`src/rtl/nec_ir_tx_pkg.sv`:
```
// nec_ir_pkg: NEC unit counts, frame FSM states, payload packing and miniCar command codes.
// NEC_EXT_ADDR_EN selects a 16-bit address (extended NEC) instead of addr/~addr.
package nec_ir_pkg;

`ifdef NEC_EXT_ADDR_EN
  localparam int ADDR_W = 16;
`else
  localparam int ADDR_W = 8;
`endif

  localparam logic [4:0] LEAD_MARK_U  = 5'd16;
  localparam logic [4:0] LEAD_SPACE_U = 5'd8;
  localparam logic [4:0] RPT_SPACE_U  = 5'd4;
  localparam logic [4:0] ONE_SPACE_U  = 5'd3;
  localparam logic [4:0] ZERO_SPACE_U = 5'd1;

  typedef enum logic [2:0] {
    S_IDLE,
    S_LEAD_MARK,
    S_LEAD_SPACE,
    S_RPT_SPACE,
    S_BIT_MARK,
    S_BIT_SPACE,
    S_STOP_MARK,
    S_GUARD
  } nec_state_t;

  // miniCar remote codes, shared with the frame decoder
  localparam logic [7:0] CMD_FWD_FAST = 8'h45;
  localparam logic [7:0] CMD_STOP     = 8'h47;
  localparam logic [7:0] CMD_LEFT     = 8'h07;
  localparam logic [7:0] CMD_RIGHT    = 8'h09;

  // Word is transmitted LSB first, so the address byte goes out first.
  function automatic logic [31:0] nec_payload(input logic [ADDR_W-1:0] addr,
                                              input logic [7:0]        cmd);
`ifdef NEC_EXT_ADDR_EN
    return {~cmd, cmd, addr};
`else
    return {~cmd, cmd, ~addr, addr};
`endif
  endfunction

endpackage

```
`src/rtl/nec_ir_tx_if.sv`:
```
// nec_ir_tx_if: request handshake and IR outputs of the NEC transmitter.
// Address width follows NEC_EXT_ADDR_EN through nec_ir_pkg::ADDR_W.
interface nec_ir_tx_if;
  import nec_ir_pkg::*;

  logic              tx_start;
  logic              tx_repeat;
  logic [ADDR_W-1:0] tx_addr;
  logic [7:0]        tx_cmd;
  logic              tx_ready;
  logic              tx_busy;
  logic              tx_done;
  logic              ir_env;
  logic              ir_out;

  modport master (
    output tx_start, tx_repeat, tx_addr, tx_cmd,
    input  tx_ready, tx_busy, tx_done, ir_env, ir_out
  );

  modport slave (
    input  tx_start, tx_repeat, tx_addr, tx_cmd,
    output tx_ready, tx_busy, tx_done, ir_env, ir_out
  );
endinterface

```
`src/rtl/nec_ir_tx_carrier.sv`:
```
// nec_carrier_gen: ~38 kHz carrier phase counter; idles at phase 0 with the carrier high,
// so every mark begins on a high half-period. o_carrier_nxt is the value after this edge.
module nec_carrier_gen
  import nec_ir_pkg::*;
#(
  parameter int CARRIER_HALF = 1316
) (
  input  logic clk_in,
  input  logic rst_n,
  input  logic i_en,
  input  logic i_restart,
  output logic o_carrier_nxt
);
  localparam int PW = (CARRIER_HALF > 1) ? $clog2(CARRIER_HALF) : 1;

  logic [PW-1:0] r_phase;
  logic          r_carrier;
  logic          w_wrap;

  assign w_wrap = (r_phase == PW'(CARRIER_HALF - 1));

  always_comb begin
    o_carrier_nxt = 1'b1;
    if (i_en && !i_restart) o_carrier_nxt = w_wrap ? ~r_carrier : r_carrier;
  end

  always_ff @(posedge clk_in or negedge rst_n) begin
    if (!rst_n) begin
      r_phase   <= '0;
      r_carrier <= 1'b1;
    end else if (!i_en || i_restart) begin
      r_phase   <= '0;
      r_carrier <= 1'b1;
    end else begin
      r_phase   <= w_wrap ? '0 : r_phase + 1'b1;
      r_carrier <= o_carrier_nxt;
    end
  end
endmodule

```
`src/rtl/nec_ir_tx.sv`:
```
// nec_ir_tx: NEC IR frame transmitter (data or repeat frame) with registered envelope/carrier outputs.
// Build option NEC_EXT_ADDR_EN: 16-bit address sent verbatim instead of addr/~addr.
module nec_ir_tx
  import nec_ir_pkg::*;
#(
  parameter int UNIT_CYC     = 56250,
  parameter int CARRIER_HALF = 1316,
  parameter int FRAME_UNITS  = 192,
  parameter bit OUT_INV      = 1'b0
) (
  input  logic         clk_in,
  input  logic         rst_n,
  nec_ir_tx_if.slave   bus
);
  localparam int UW = (UNIT_CYC > 1) ? $clog2(UNIT_CYC) : 1;
  localparam int FW = (FRAME_UNITS > 1) ? $clog2(FRAME_UNITS) : 1;

  nec_state_t    r_state;
  logic [UW-1:0] r_div;
  logic [FW-1:0] r_frame;
  logic [4:0]    r_ucnt;
  logic [4:0]    r_bit;
  logic [31:0]   r_shift;
  logic          r_rpt, r_env, r_out, r_ready, r_busy, r_done;

  logic          w_accept, w_tick, w_bit_done, w_carrier_nxt;
  logic [4:0]    w_space_u;

  assign w_accept   = r_ready & bus.tx_start;
  assign w_tick     = (r_div == UW'(UNIT_CYC - 1));
  assign w_space_u  = r_shift[0] ? ONE_SPACE_U : ZERO_SPACE_U;
  assign w_bit_done = (r_state == S_BIT_SPACE) && w_tick && (r_ucnt == w_space_u - 5'd1);

  nec_carrier_gen #(.CARRIER_HALF(CARRIER_HALF)) u_carrier (
    .clk_in       (clk_in),
    .rst_n        (rst_n),
    .i_en         (r_env),
    .i_restart    (w_accept),
    .o_carrier_nxt(w_carrier_nxt)
  );

  // Transition edges set r_out directly so ir_out stays aligned with the registered envelope.
  always_ff @(posedge clk_in or negedge rst_n) begin
    if (!rst_n) begin
      r_state <= S_IDLE;
      r_div   <= '0;
      r_frame <= '0;
      r_ucnt  <= '0;
      r_bit   <= '0;
      r_rpt   <= 1'b0;
      r_env   <= 1'b0;
      r_out   <= OUT_INV;
      r_ready <= 1'b1;
      r_busy  <= 1'b0;
      r_done  <= 1'b0;
    end else begin
      r_done <= 1'b0;
      r_out  <= (r_env & w_carrier_nxt) ^ OUT_INV;
      if (r_state == S_IDLE) begin
        if (w_accept) begin
          r_state <= S_LEAD_MARK;
          r_rpt   <= bus.tx_repeat;
          r_div   <= '0;
          r_frame <= '0;
          r_ucnt  <= '0;
          r_bit   <= '0;
          r_env   <= 1'b1;
          r_out   <= ~OUT_INV;
          r_ready <= 1'b0;
          r_busy  <= 1'b1;
        end
      end else begin
        r_div <= w_tick ? '0 : r_div + 1'b1;
        if (w_tick) begin
          r_frame <= r_frame + 1'b1;
          r_ucnt  <= r_ucnt + 5'd1;
          case (r_state)
            S_LEAD_MARK:
              if (r_ucnt == LEAD_MARK_U - 5'd1) begin
                r_state <= r_rpt ? S_RPT_SPACE : S_LEAD_SPACE;
                r_ucnt  <= '0;
                r_env   <= 1'b0;
                r_out   <= OUT_INV;
              end
            S_LEAD_SPACE:
              if (r_ucnt == LEAD_SPACE_U - 5'd1) begin
                r_state <= S_BIT_MARK;
                r_ucnt  <= '0;
                r_env   <= 1'b1;
                r_out   <= ~OUT_INV;
              end
            S_RPT_SPACE:
              if (r_ucnt == RPT_SPACE_U - 5'd1) begin
                r_state <= S_STOP_MARK;
                r_ucnt  <= '0;
                r_env   <= 1'b1;
                r_out   <= ~OUT_INV;
              end
            S_BIT_MARK: begin
              r_state <= S_BIT_SPACE;
              r_ucnt  <= '0;
              r_env   <= 1'b0;
              r_out   <= OUT_INV;
            end
            S_BIT_SPACE:
              if (w_bit_done) begin
                r_state <= (r_bit == 5'd31) ? S_STOP_MARK : S_BIT_MARK;
                r_bit   <= r_bit + 5'd1;
                r_ucnt  <= '0;
                r_env   <= 1'b1;
                r_out   <= ~OUT_INV;
              end
            S_STOP_MARK: begin
              r_state <= S_GUARD;
              r_ucnt  <= '0;
              r_env   <= 1'b0;
              r_out   <= OUT_INV;
            end
            S_GUARD:
              if (r_frame == FW'(FRAME_UNITS - 1)) begin
                r_state <= S_IDLE;
                r_ready <= 1'b1;
                r_busy  <= 1'b0;
                r_done  <= 1'b1;
              end
            default: r_state <= S_IDLE;
          endcase
        end
      end
    end
  end

  // Payload is pure data: loaded at acceptance, shifted as each bit space completes.
  always_ff @(posedge clk_in) begin
    if (w_accept)        r_shift <= nec_payload(bus.tx_addr, bus.tx_cmd);
    else if (w_bit_done) r_shift <= {1'b0, r_shift[31:1]};
  end

  assign bus.tx_ready = r_ready;
  assign bus.tx_busy  = r_busy;
  assign bus.tx_done  = r_done;
  assign bus.ir_env   = r_env;
  assign bus.ir_out   = r_out;
endmodule

```
`src/flat_wrapper.sv`:
```
// flat-port wrapper written by rule: the top's interface ports become plain ports
module nec_ir_tx_flat import nec_ir_pkg::*;
#(
  parameter int UNIT_CYC     = 56250,
  parameter int CARRIER_HALF = 1316,
  parameter int FRAME_UNITS  = 192,
  parameter bit OUT_INV      = 1'b0
)
  (clk_in, rst_n, bus_tx_start, bus_tx_repeat, bus_tx_addr, bus_tx_cmd, bus_tx_ready, bus_tx_busy, bus_tx_done, bus_ir_env, bus_ir_out);
  nec_ir_tx_if bus_i ();
  input  logic clk_in;
  input  logic rst_n;
  input wire logic [$bits(bus_i.tx_start)-1:0] bus_tx_start;
  input wire logic [$bits(bus_i.tx_repeat)-1:0] bus_tx_repeat;
  input wire logic [$bits(bus_i.tx_addr)-1:0] bus_tx_addr;
  input wire logic [$bits(bus_i.tx_cmd)-1:0] bus_tx_cmd;
  output wire logic [$bits(bus_i.tx_ready)-1:0] bus_tx_ready;
  output wire logic [$bits(bus_i.tx_busy)-1:0] bus_tx_busy;
  output wire logic [$bits(bus_i.tx_done)-1:0] bus_tx_done;
  output wire logic [$bits(bus_i.ir_env)-1:0] bus_ir_env;
  output wire logic [$bits(bus_i.ir_out)-1:0] bus_ir_out;
  assign bus_i.tx_start = bus_tx_start;
  assign bus_i.tx_repeat = bus_tx_repeat;
  assign bus_i.tx_addr = bus_tx_addr;
  assign bus_i.tx_cmd = bus_tx_cmd;
  assign bus_tx_ready = bus_i.tx_ready;
  assign bus_tx_busy = bus_i.tx_busy;
  assign bus_tx_done = bus_i.tx_done;
  assign bus_ir_env = bus_i.ir_env;
  assign bus_ir_out = bus_i.ir_out;
  nec_ir_tx #(.UNIT_CYC(UNIT_CYC), .CARRIER_HALF(CARRIER_HALF), .FRAME_UNITS(FRAME_UNITS), .OUT_INV(OUT_INV)) u_core (.clk_in(clk_in), .rst_n(rst_n), .bus(bus_i));
endmodule
```
`config.mk`:
```
export PLATFORM = sky130hd
export DESIGN_NAME = nec_ir_tx_flat
export DESIGN_NICKNAME = d
export VERILOG_FILES = /design/src/rtl/nec_ir_tx_pkg.sv /design/src/rtl/nec_ir_tx_if.sv /design/src/rtl/nec_ir_tx_carrier.sv /design/src/rtl/nec_ir_tx.sv /design/src/flat_wrapper.sv
export SDC_FILE = /design/constraint.sdc
export NUM_CORES = 1
export LEC_CHECK = 0
export CAP_MARGIN = 20
export CORE_UTILIZATION = 35
export DETAILED_ROUTE_END_ITERATION = 6
export DONT_BUFFER_PORTS = 1
export SLEW_MARGIN = 0
export SYNTH_ARGS = -nofsm -noshare
export SYNTH_HDL_FRONTEND = slang
export SYNTH_SLANG_ARGS = --single-unit
```
`constraint.sdc`:
```
create_clock -name clk_in -period 6.95 [get_ports clk_in]
set_input_delay 0 -clock clk_in [delete_from_list [all_inputs] [get_ports clk_in]]
set_output_delay 0 -clock clk_in [all_outputs]
set_load 0.03 [all_outputs]
```
**Word level (Yosys, flattened, before mapping)**

Index checks and enable logic that the tools add are counted.
W data, S select, Z words.

- Bits in registers: 87
- Word-level logic and storage cells: 133
- Input bits: 20

- Multiplexer cells: 66
- Eq/ne operators: 21
- Add/subtract/negate cells: 6
- Reduce and logical (&&, ||, !) cells: 21
- Bitwise logic cells: 5

Operators with widths:

| operator | number |
|---|---|
| $mux W32 | 2 |
| $mux W5 | 11 |
| $mux W16 | 3 |
| $mux W1 | 31 |
| $pmux W5 S5 | 1 |
| $mux W3 | 8 |
| $mux W8 | 3 |
| $mux W11 | 2 |
| $pmux W3 S7 | 1 |
| $add A16 B1 Y16 const B | 1 |
| $eq A16 B16 Y1 const B | 1 |
| $not A8 Y8 | 2 |
| $reduce_and A7 Y1 | 2 |
| $eq A3 B3 Y1 const B | 4 |
| $ne A3 B1 Y1 const B | 4 |
| $reduce_bool A2 Y1 | 6 |
| $add A11 B1 Y11 const B | 1 |
| $eq A11 B11 Y1 const B | 1 |
| $add A5 B1 Y5 const B | 2 |
| $pmux W1 S5 | 2 |
| $add A8 B1 Y8 const B | 1 |
| $eq A8 B8 Y1 const B | 1 |
| $reduce_and A4 Y1 | 2 |
| $eq A3 B2 Y1 const B | 2 |
| other kinds (19) | 25 |

**Depth between registers and ports, before layout**

- Depth in word-level cells: 9
- Gate-level depth with buffers: 9
- Depth with buffers taken out: 8

**Cells and area by module**

From an unflattened synthesis, not the netlist that was laid out.

- Cell total of the unflattened synthesis: 431
- Area, all modules: 4413.0 µm²

Modules (own cells, without submodules):

| module | cells each | area an instance (µm²) | instances |
|---|---|---|---|
| nec_ir_tx | 373 | 3823.7 | 1 |
| nec_carrier_gen | 58 | 589.3 | 1 |

**Worst setup path after synthesis**

Ideal clock, no wire load.

- Path type: reg2reg
- Start: register u_core.r_div[1]
- End: register u_core.r_shift[0], enable pin
- Stages on the path, launching flop included: 8
- Buffers on the path: 1
- Arrival time: 2.005 ns
- Period minus slack after synthesis: 2.395 ns
- Library setup time: 0.389 ns
- Path slack: 4.555 ns
- Cell sequence: dfrtp_1 -> inv_1 -> ha_1 -> and4bb_2 -> and4_1 -> buf_2 -> nand3_1 -> nand2_1

- Word-level cells in the longest chain between the ends: 4

Ends and longest elaborated chain:

| item | line | source |
|---|---|---|
| start, declared | nec_ir_tx.sv:19 | `logic [UW-1:0] r_div;` |
| start signal, assigned | nec_ir_tx.sv:73 | `r_div <= w_tick ? '0 : r_div + 1'b1;` |
| $eq A16 B16 Y1 | nec_ir_tx.sv:30 | `assign w_tick = (r_div == UW'(UNIT_CYC - 1));` |
| $logic_and A1 B1 Y1 (2 in series) | nec_ir_tx.sv:32 | `assign w_bit_done = (r_state == S_BIT_SPACE) && w_tick && (r_ucnt == w_space_u - 5'd1);` |
| $reduce_bool A2 Y1 (no line) | -- |  |
| end signal, assigned | nec_ir_tx.sv:135 | `if (w_accept) r_shift <= nec_payload(bus.tx_addr, bus.tx_cmd);` |
| end signal, assigned | nec_ir_tx.sv:136 | `else if (w_bit_done) r_shift <= {1'b0, r_shift[31:1]};` |
| end, declared | nec_ir_tx.sv:23 | `logic [31:0] r_shift;` |

Every way passes these cells.
A chain may end at the register's enable or synchronous reset.

**Worst setup path after layout**

- Start: register u_core.r_ready, in the netlist u_core.bus.tx_ready
- End: register u_core.r_frame[7]

- Word-level cells in the longest chain between the ends: 3

Ends and longest elaborated chain:

| item | line | source |
|---|---|---|
| start, declared | nec_ir_tx.sv:24 | `logic r_rpt, r_env, r_out, r_ready, r_busy, r_done;` |
| start signal, assigned | nec_ir_tx.sv:53 | `r_ready <= 1'b1;` |
| start signal, assigned | nec_ir_tx.sv:69 | `r_ready <= 1'b0;` |
| start signal, assigned | nec_ir_tx.sv:122 | `r_ready <= 1'b1;` |
| $and A1 B1 Y1 | nec_ir_tx.sv:29 | `assign w_accept = r_ready & bus.tx_start;` |
| $ne A2 B2 Y1 (no line) | -- |  |
| $reduce_and A2 Y1 (no line) | -- |  |
| end signal, assigned | nec_ir_tx.sv:75 | `r_frame <= r_frame + 1'b1;` |
| end, declared | nec_ir_tx.sv:20 | `logic [FW-1:0] r_frame;` |

Every way passes these cells.

==> key figures <==
Clock tree
  – Setup bufs post-CTS: 0
  – CTS Sinks: 87
  – Clock Root Buffer: clkbuf_16
  – CTS tree: yes
  – CTS HTree Levels: 3
  – Worst-Skew Late Latency: 0.34 ns
  – CTS buffer count: 9
  – CTS resizes: 0
  – Cts hold-fix bufs: 19
  – Max Buffers Root-to-Sink: 2
  – Clock slew at reported path FFs: roughly 0.06 ns

Flow run
  – Max-Cap Viols: 0

Routing
  – Initial DRC count: ~220
  – Post-Route WL: approximately 8500 µm
  – Vias per cell: around 5.2
  – Residual DRC count: 0
  – DR vias: roughly 3000
  – WL/cell: approximately 15 µm
  – DR pass1 iterations: 4
  – Antenna viol nets, final: 0

STA
  – Fin Clk Skew: 0.00725 ns
  – RSZ-0062 raised after global routing: false
  – Fmax: about 360 MHz
  – Max_slew headroom: 37.2%
  – Tcrit/Tclk final: about 39%
  – Final hold vios: 0
  – Final TNS setup: 0 ns
  – Final setup violating endpoints: 0
  – Fin. max-slew vios: 0
  – Worst Tran Pin Value: around 0.94 ns
  – Crit path time final: between 2 and 3 ns

Logic synthesis
  – Top cell type's share of synthesized area: a little under a third
  – Syn Nets: around 440
  – Simple-gate portion of the synthesized area: a little over a fifth
  – Synth Area per Inst: approximately 10 µm²
  – Post-synthesis mux area share: 4.20%
  – Synth Area in XOR/XNOR: ~5.1%
  – Synth warnings: 0
  – Cell taking the most area after synthesis: dfrtp_1
  – Largest family of logic cells by synthesized area: simple AND/OR/NAND/NOR gates
  – Seq/Total Area, Yosys: between 50% and 60%
  – Post-synthesis compound-gate area fraction: under 10%
  – Synth area leaders: dfrtp_1 (31%), edfxtp_1 (22%), o21ai_0 (5.5%)
  – Syn Std Cell Area: ~4300 µm²
  – Syn Inst Count: 409
  – Synth Register Bits: just under 90
  – Post-Synth Adder-Cell Area: under 10%
  – Count of cell types in the netlist: 54

Global routing
  – Global route overflow: 0
  – First-pass GRT wire length: between 10000 and 15000 µm
  – Largest net degree at the start of global routing: 56
  – Vias in the first global route: just over 3000
  – Overall Global Routing Usage: approximately 15%
  – Initial antenna violation count: 0

Outcome
  – Outcome: finished clean

Setup path
  – Critical path type: flip-flop to flip-flop
  – CP arrival: 3.00 ns
  – Crit. End Element: flip-flop
  – Slowest cell on the critical path: dfstp_2
  – R2R depth: 5
  – Reg2Reg Launch Point: u_core.bus.tx_ready
  – Reg2reg setup slack: about 4.2 ns
  – Crit Reg-Reg Endpoint: u_core.r_frame[7]
  – Worst Setup Start Kind: flip-flop
  – WP data required: 7.21 ns
  – Crit-path cells: nand2_2, nor2_2, nor2_1, or3_1, a21oi_1
  – Crit-path max FO: between 50 and 60
  – Slowest stage delay, CP: 0.68 ns

Finish
  – Area growth, synth to finish: 14.9%
  – Fin cells: 579
  – Design area: ~4900 µm²
  – Layout Nets: around 460
  – Antenna fix cells: 0
  – Layout filler cell count: approximately 1100
  – Share of cells above drive strength 1: between 10% and 20%

Min path
  – Hold Path Class: input pin to flip-flop
  – Worst hold start: bus_tx_start
  – Hold-critical path depth: 2
  – Endpoint, Worst Hold: u_core.bus.tx_busy

Floorplan
  – Boundary Pins: 25
  – Rows: 40
  – Initial Util: a little over a third
  – Core Area: roughly 12000 µm²
  – Die Y: between 100 and 150 µm
  – Die area: approximately 13000 µm²
  – Die width: between 100 and 150 µm

Place
  – Hpwl dp: around 5700 µm
  – GP Congestion: around 0.83
  – Dpl cell area: ~4400 µm²
  – Port Buffer Count: 0
  – Inst Count DP: between 500 and 600

Pwr
  – Worst VDD drop: around 0.14 mV
  – Pleak: between 1.5 and 2 nW
  – Power Density: ~210 nW/µm²
[cells in the final DEF (no fill, tap or decap), types with 2 or more instances in the layout]
| master | n |
|---|---|
| o21ai_0 | 47 |
| or3_1 | 2 |
| dlygate4sd3_1 | 18 |
| clkbuf_16 | 9 |
| clkinvlp_4 | 2 |
| nor2_1 | 34 |
| nand4_1 | 8 |
| edfxtp_1 | 32 |
| xnor2_1 | 7 |
| nor4bb_1 | 3 |
| and3_1 | 13 |
| nand3_1 | 24 |
| mux2_2 | 16 |
| a21oi_1 | 11 |
| nor3_1 | 3 |
| o211ai_1 | 2 |
| o22ai_1 | 2 |
| dfstp_2 | 2 |
| inv_1 | 7 |
| nand2b_1 | 3 |
| xor2_1 | 18 |
| and4bb_2 | 2 |
| dfrtp_1 | 53 |
| nor4_1 | 4 |
| and4_1 | 5 |
| o31ai_1 | 2 |
| clkinv_1 | 2 |
| ha_1 | 9 |
| nand2_1 | 61 |
[worst max path at each step]
stage | from | endpoint | slack, ns | cells past startpoint
finish | u_core.bus.tx_ready | u_core.r_frame[7] | 4.21 | 5
detailed placement | u_core.bus.tx_ready | u_core.r_frame[7] | 4.20 | 5
floorplan | u_core.r_div[1] | u_core.r_shift[0] | 4.56 | 7
global placement | u_core.bus.tx_ready | u_core.r_frame[7] | 4.26 | 5
global route | u_core.bus.tx_ready | u_core.r_frame[7] | 3.89 | 5
CTS | u_core.bus.tx_ready | u_core.r_frame[7] | 4.17 | 5
[synth_stat cells, drive strengths merged]
cell and instances:
nand2 62, a21oi 11, nor4b 1, o31ai 2
and4bb 2, o211ai 2, mux2 16, and4 5
buf 4, nand3 25, nor2 36, o21ai 48
ha 9, a221oi 1, clkinv 1, xor2 18
a211oi 2, dfrtp 53, nor3 5, nor3b 1
o41a 1, and2 1, a31oi 1, xnor2 7
and3 14, nor4 4, and3b 2, a21o 1
o32ai 1, nor4bb 3, inv 7, edfxtp 32
and4b 1, nand4 8, a32oi 1, o21a 1
or3 2, or2 1, nand2b 3, dfstp 2
a2111oi 1, o22ai 2, clkbuf 9
[layer usage]
metal  part of all wire [%]  global-route usage, %  vias to the layer above
met2                     46                   23.2                       77
met1                     47                   19.6                     1438
met5                      0                      0                        -
met3                    4.7                   5.29                       14
li1                       -                      -                     1508
met4                    2.2                   5.51                        0
[area by class of cell]
type | instances | area (µm²) | share of cell area [%]
clock buffer | 10 | 229 | 4.65
multi-input combinational | 301 | 1860 | 37.7
tap | 147 | 184 | 3.74
sequential | 87 | 2340 | 47.5
timing repair buffer | 20 | 215 | 4.37
inverter | 8 | 30.0 | 0.610
clock inverter | 6 | 68.8 | 1.40
[power by group]
group | switching [mW] | internal, mW | leakage (nW)
Combinational | 0.00862 | 0.00854 | 0.861
Clock | 0.203 | 0.281 | 0.139
Sequential | 0 | 0.529 | 0.842
[cells by family after synthesis]
| kind of cell | count (synthesis) |
|---|---|
| compound gates | 75 |
| xor+xnor | 25 |
| fa+ha+maj | 9 |
| buf+inv | 21 |
| flops | 87 |
| mux | 16 |
| simple gates | 176 |
[per-stage QoR]
step	hold WS (ns)	setup slack (ns)	utilization (%)	power, mW
6_report	0.0740	4.21	41.2	1.03
3_5_place_dp	-0.293	4.20	36.9	0.539
3_3_place_gp	-0.293	4.26	36.9	0.539
2_1_floorplan	-0.296	4.56	-	0.539
4_1_cts	0.0725	4.17	41.2	1.05
5_1_grt	0.119	3.89	41.2	1.07
[registers in the layout (all words and copies together), names as in the netlist, 3 cells and up]
| register | flops |
|---|---|
| u_core.r_shift | 32 |
| u_core.r_div | 16 |
| u_core.u_carrier.r_phase | 11 |
| u_core.r_frame | 8 |
| u_core.r_bit | 5 |
| u_core.r_ucnt | 5 |
| u_core.r_state | 3 |
[critical path: cells and delay by family (launching register included)]
family	cells	cell delay [ns]
AND/OR/NAND/NOR	4	1.81
AO/OA/AOI/OAI	1	0.15
flip-flops	1	0.68
No activity file was read; power rests on OpenSTA's default activity.
